## src/rtl/gpi_cond_pkg.sv

```systemverilog
// Shared constants and helpers for the gpi_cond input conditioner.
package gpi_cond_pkg;

  localparam int GLITCH_CNT_W = 8;
  localparam logic [GLITCH_CNT_W-1:0] GLITCH_CNT_MAX = 8'hFF;

  // Width of a counter that must hold values 0..n.
  function automatic int cnt_width(input int n);
    return $clog2(n + 1);
  endfunction

endpackage

```

## src/rtl/gpi_cond_chan.sv

```systemverilog
// One gpi_cond channel: synchroniser, debounce filter and edge flags.
// With GPI_COND_GLITCH_CNT_EN defined it also counts rejected glitches.
module gpi_cond_chan
  import gpi_cond_pkg::*;
#(
  parameter int   SYNC_STAGES     = 2,
  parameter int   DEBOUNCE_CYCLES = 16,
  parameter logic RESET_VAL       = 1'b0
) (
  input  logic clk_i,
  input  logic rst_in,
  input  logic pad_i,
`ifdef GPI_COND_GLITCH_CNT_EN
  input  logic                    glitch_clr_i,
  output logic [GLITCH_CNT_W-1:0] glitch_cnt_o,
`endif
  output logic gpi_o,
  output logic rise_o,
  output logic fall_o
);

  localparam int CW = cnt_width(DEBOUNCE_CYCLES);
  localparam logic [CW-1:0] CNT_LAST = CW'(DEBOUNCE_CYCLES - 1);

  logic [SYNC_STAGES-1:0] sync_chain;
  logic                   synced;
  logic [CW-1:0]          cnt;

  assign synced = sync_chain[SYNC_STAGES-1];

  // Shift the raw pad level through the synchroniser chain.
  always_ff @(posedge clk_i or negedge rst_in) begin
    if (!rst_in) begin
      sync_chain <= {SYNC_STAGES{RESET_VAL}};
    end else begin
      sync_chain <= {sync_chain[SYNC_STAGES-2:0], pad_i};
    end
  end

  // Accept a new level only after it has held for DEBOUNCE_CYCLES cycles; flag the edge as it lands.
  always_ff @(posedge clk_i or negedge rst_in) begin
    if (!rst_in) begin
      cnt    <= '0;
      gpi_o  <= RESET_VAL;
      rise_o <= 1'b0;
      fall_o <= 1'b0;
    end else begin
      rise_o <= 1'b0;
      fall_o <= 1'b0;
      if (synced == gpi_o) begin
        cnt <= '0;
      end else if (cnt == CNT_LAST) begin
        cnt    <= '0;
        gpi_o  <= synced;
        rise_o <= synced;
        fall_o <= ~synced;
      end else begin
        cnt <= cnt + CW'(1);
      end
    end
  end

`ifdef GPI_COND_GLITCH_CNT_EN
  logic glitch_end;

  assign glitch_end = (synced == gpi_o) && (cnt != '0);

  // Count partial runs that were abandoned, saturating; a clear takes priority.
  always_ff @(posedge clk_i or negedge rst_in) begin
    if (!rst_in) begin
      glitch_cnt_o <= '0;
    end else if (glitch_clr_i) begin
      glitch_cnt_o <= '0;
    end else if (glitch_end && (glitch_cnt_o != GLITCH_CNT_MAX)) begin
      glitch_cnt_o <= glitch_cnt_o + GLITCH_CNT_W'(1);
    end
  end
`endif

endmodule

```

## src/rtl/gpi_cond.sv

```systemverilog
// gpi_cond: per-bit synchronise, debounce and edge-detect of raw pad inputs.
// Optional glitch counters are enabled by defining GPI_COND_GLITCH_CNT_EN.
module gpi_cond
  import gpi_cond_pkg::*;
#(
  parameter int   WIDTH           = 1,
  parameter int   SYNC_STAGES     = 2,
  parameter int   DEBOUNCE_CYCLES = 16,
  parameter logic RESET_VAL       = 1'b0
) (
  input  logic                          clk_i,
  input  logic                          rst_in,
  input  logic [WIDTH-1:0]              pad_i,
`ifdef GPI_COND_GLITCH_CNT_EN
  input  logic                          glitch_clr_i,
  output logic [WIDTH*GLITCH_CNT_W-1:0] glitch_cnt_o,
`endif
  output logic [WIDTH-1:0]              gpi_o,
  output logic [WIDTH-1:0]              rise_o,
  output logic [WIDTH-1:0]              fall_o
);

  if (WIDTH < 1) begin : g_bad_width
    $error("gpi_cond: WIDTH must be >= 1");
  end
  if (SYNC_STAGES < 2) begin : g_bad_sync
    $error("gpi_cond: SYNC_STAGES must be >= 2");
  end
  if (DEBOUNCE_CYCLES < 1) begin : g_bad_debounce
    $error("gpi_cond: DEBOUNCE_CYCLES must be >= 1");
  end

  for (genvar i = 0; i < WIDTH; i++) begin : g_chan
    gpi_cond_chan #(
      .SYNC_STAGES    (SYNC_STAGES),
      .DEBOUNCE_CYCLES(DEBOUNCE_CYCLES),
      .RESET_VAL      (RESET_VAL)
    ) u_chan (
      .clk_i       (clk_i),
      .rst_in      (rst_in),
      .pad_i       (pad_i[i]),
`ifdef GPI_COND_GLITCH_CNT_EN
      .glitch_clr_i(glitch_clr_i),
      .glitch_cnt_o(glitch_cnt_o[i*GLITCH_CNT_W +: GLITCH_CNT_W]),
`endif
      .gpi_o       (gpi_o[i]),
      .rise_o      (rise_o[i]),
      .fall_o      (fall_o[i])
    );
  end

endmodule

```

## config.mk

```make
export PLATFORM = sky130hd
export DESIGN_NAME = gpi_cond
export DESIGN_NICKNAME = d
export VERILOG_FILES = /design/src/rtl/gpi_cond_pkg.sv /design/src/rtl/gpi_cond_chan.sv /design/src/rtl/gpi_cond.sv
export SDC_FILE = /design/constraint.sdc
export NUM_CORES = 1
export LEC_CHECK = 0
export BUFFER_PORTS_ARGS = -buffer_cell sky130_fd_sc_hd__buf_2
export CAP_MARGIN = 20
export CORE_AREA = 4 4 41 43
export DETAILED_ROUTE_END_ITERATION = 10
export DIE_AREA = 0 0 45 47
export SKIP_LAST_GASP = 1
export SLEW_MARGIN = 20
export SYNTH_ARGS = -nofsm -noshare
export SYNTH_HDL_FRONTEND = slang
export SYNTH_SLANG_ARGS = --single-unit
```

## constraint.sdc

```tcl
create_clock -name clk_i -period 1.6 [get_ports clk_i]
set_input_delay 0.08 -clock clk_i [delete_from_list [all_inputs] [get_ports clk_i]]
set_output_delay 0.08 -clock clk_i [all_outputs]
set_load 0.01 [all_outputs]
```

==> qor.csv <==
stage;metric;value;unit
status;status;complete, no violations;
clocking;cts_resized;0;
timing;tns;0;ns
detailed_routing;wl_met2;264;um
placement;place_area;427;sq um
synthesis;synth_area_leaders;dfrtp_1 65%, xor2_1 6.9%, nand4b_4 6.2%;
setup_path;worst-path-buf-inv;0;
placement;gp_congestion;0.694;
setup_path;crit_family;flip-flops;
detailed_routing;dr.pass1.iters;1;
global_routing;grt_usage;0.0768;
setup_path;crit_slowest_cell;dfrtp_1;
clocking;cts_tree;yes;
setup_path;worst_setup_path_start_kind;flip-flop;
floorplan;fp.dieW;45;um
synthesis;synth_nets;30;
setup_path;slowest_delay;0.39;ns
setup_path;worstPathArrival;1.36;ns
synthesis;synth_area;383;sq um
floorplan;fp-row-count;13;
clocking;cts_made_buffers;3;
clocking;clock-sinks;10;
power_and_ir_drop;switching_power;93.3;uW
power_and_ir_drop;swShare;0.206;
clocking;clk_path_buf_depth;2;
clocking;htreeDepth;1;
cells_and_area;final-seq-area;250;sq um
run;max_cap_viol_count;0;
floorplan;dieArea;2120;sq um
synthesis;synth_top_area_cell;dfrtp_1;
timing;rsz0062_at_grt;false;
global_routing;grt_overflow;0;
synthesis;synthCells;26;
cells_and_area;design_area;469;sq um
placement;dp_hpwl;450;um
detailed_routing;vias;227;
power_and_ir_drop;comb_power_share;0.053;
timing;min_period;1.22;ns
power_and_ir_drop;power_density;966;nW/um^2
setup_path;cp.required;1.74;ns
clocking;hold_buffers;2;
hold_path;hold_class;input port to async pin;
power_and_ir_drop;power.share.clock;0.353;
synthesis;yosysTopAreaCellShare;0.654;
global_routing;antenna_found_initial;0;
floorplan;fp.dieH;47;um
clocking;clkTransAtPathRegs;0.06;ns
timing;fmax;822;MHz
cells_and_area;fill_cells;133;
global_routing;grt_pass1_wl;1100;um
detailed_routing;drt_wl_total;552;um
timing;slew_headroom;0.841;
global_routing;grt_max_degree;11;
timing;setup_violations;0;
detailed_routing;drt_drc_violations_left;0;
synthesis;ys_types;12;
cells_and_area;final_nets;42;
synthesis;ys_warn_count;0;
timing;min_period_over_period;0.761;
timing;slew_violations;0;
timing;worst_pin_slew;0.237;ns
detailed_routing;drt-initial-drc-count;0;
placement;io_buffers;5;
global_routing;grt_pass1_vias;266;
detailed_routing;dr_wl_met3;39;um
cells_and_area;drive_above_1_share;0.306;
power_and_ir_drop;power_frac_seq;0.594;
setup_path;crit_type;flip-flop to flip-flop;
clocking;cts_setup_buffers;0;
power_and_ir_drop;power_leakage;0.277;nW
timing;hold_violations;0;
synthesis;ys_ff_latch;10;
detailed_routing;wl_per_cell;10.8;um
power_and_ir_drop;finalPower;453;uW
clocking;cts_root_buf;clkbuf_4;
power_and_ir_drop;vdd_drop_max;0.000358;V
detailed_routing;postRouteAntennaNets;0;
setup_path;endpoint_kind;flip-flop;
detailed_routing;dr.max_layer_used;met4;
cells_and_area;diodes;0;
clocking;clkLatencyLatePin;0.26;ns
setup_path;crit_fanout;5;
floorplan;core;1300;sq um
detailed_routing;viasPerCell;4.45;
cells_and_area;multi_input_area;133;sq um
detailed_routing;met1_length;232;um
cells_and_area;area_delta_synth_final;22.5;%
setup_path;worstPathCellList;ha_1 > nand4b_4 > mux2_4;
synthesis;yosysSeqAreaShare;0.654;
floorplan;io_pins;6;
timing;finClkSkew;0.00502;ns
synthesis;avgSynthCellArea;14.7;sq um
power_and_ir_drop;p_int;360;uW
floorplan;initial_utilization;0.294;
[cells in the final DEF (no fill, tap or decap)]
cell,count
and3_2,1
dfrtp_1,10
mux2_4,1
nor3b_1,2
xor2_1,3
ha_1,1
a31oi_1,1
nor2_1,2
nand2_1,2
nand4b_4,1
dlygate4sd3_1,2
and2_1,1
clkbuf_4,3
nand3_1,1
buf_2,5
[cell families after synthesis]
logic type	Yosys count	share of synthesized area
AO/OA/AOI/OAI	1	0.0164
multiplexers	1	0.0392
XOR/XNOR	3	0.0686
flip-flops	10	0.654
adder cells (fa/ha/maj)	1	0.0327
AND/OR/NAND/NOR	10	0.190
[sequential cells by signal, indices dropped and copies added, names as in the netlist]
register	flops
g_chan.u_chan.cnt	5
g_chan.u_chan.sync_chain	2
g_chan.u_chan.gpi_o	1
g_chan.u_chan.rise_o	1
g_chan.u_chan.fall_o	1
[cells in the mapped netlist]
cell type and n:
nor2_1 2, nand2_1 2, dfrtp_1 10, mux2_4 1, and2_1 1, ha_1 1, nand4b_4 1, xor2_1 3
nor3b_1 2, nand3_1 1, and3_2 1, a31oi_1 1
[worst register-to-register path, delay by kind of cell, from the launching register on]
kind          cells  cell delay (ns)
flops             1             0.39
mux               1             0.31
fa+ha+maj         1             0.27
simple gates      1             0.13
[layout make-up]
cell class	count	area share
multi-input cells	16	0.283
repair buffers	7	0.0960
well taps	15	0.0400
clock buffers	3	0.0480
flip-flops and latches	10	0.533
[per-stage QoR]
stage	utilization	setup WS, ns	hold slack (ns)	instances
floorplan	-	0.442	-0.216	26
global placement	0.328	0.417	-0.0601	46
detailed placement	0.328	0.397	-0.0527	46
CTS	0.361	0.381	0.196	51
global route	0.361	0.340	0.227	51
finish	0.361	0.383	0.197	51
[power by group through the flow]
| stage | logic [mW] | clock network [mW] | registers [mW] |
|---|---|---|---|
| after global placement | 0.0201 | 0 | 0.273 |
| final | 0.0240 | 0.160 | 0.269 |
| after global routing | 0.0294 | 0.179 | 0.270 |
| after CTS | 0.0251 | 0.170 | 0.269 |
| after floorplan | 0.0117 | 0 | 0.272 |
| after detailed placement | 0.0213 | 0 | 0.274 |
[worst paths after layout]
| check | startpoint | endpoint | slack, ns | cells after the start |
|---|---|---|---|---|
| setup / recovery | g_chan[0].u_chan.cnt[0] | g_chan[0].u_chan.gpi_o | 0.38 | 3 |
| hold / removal | rst_in | g_chan[0].u_chan.cnt[1] | 0.20 | 2 |
| setup reg to reg | g_chan[0].u_chan.cnt[0] | g_chan[0].u_chan.gpi_o | 0.38 | 3 |
| hold reg to reg | g_chan[0].u_chan.sync_chain[0] | g_chan[0].u_chan.sync_chain[1] | 0.36 | 0 |
| max in group asynchronous | rst_in | g_chan[0].u_chan.rise_o | 1.22 | 2 |
| min in group clk_i | g_chan[0].u_chan.sync_chain[0] | g_chan[0].u_chan.sync_chain[1] | 0.36 | 0 |
[routing by layer]
layer / track usage / up-vias
met5: 0 / -
met3: 0.0383 / 2
met4: 0.0702 / 0
li1: - / 111
met1: 0.0825 / 107
met2: 0.110 / 7
Note: power is estimated with default switching activity, not from simulation.
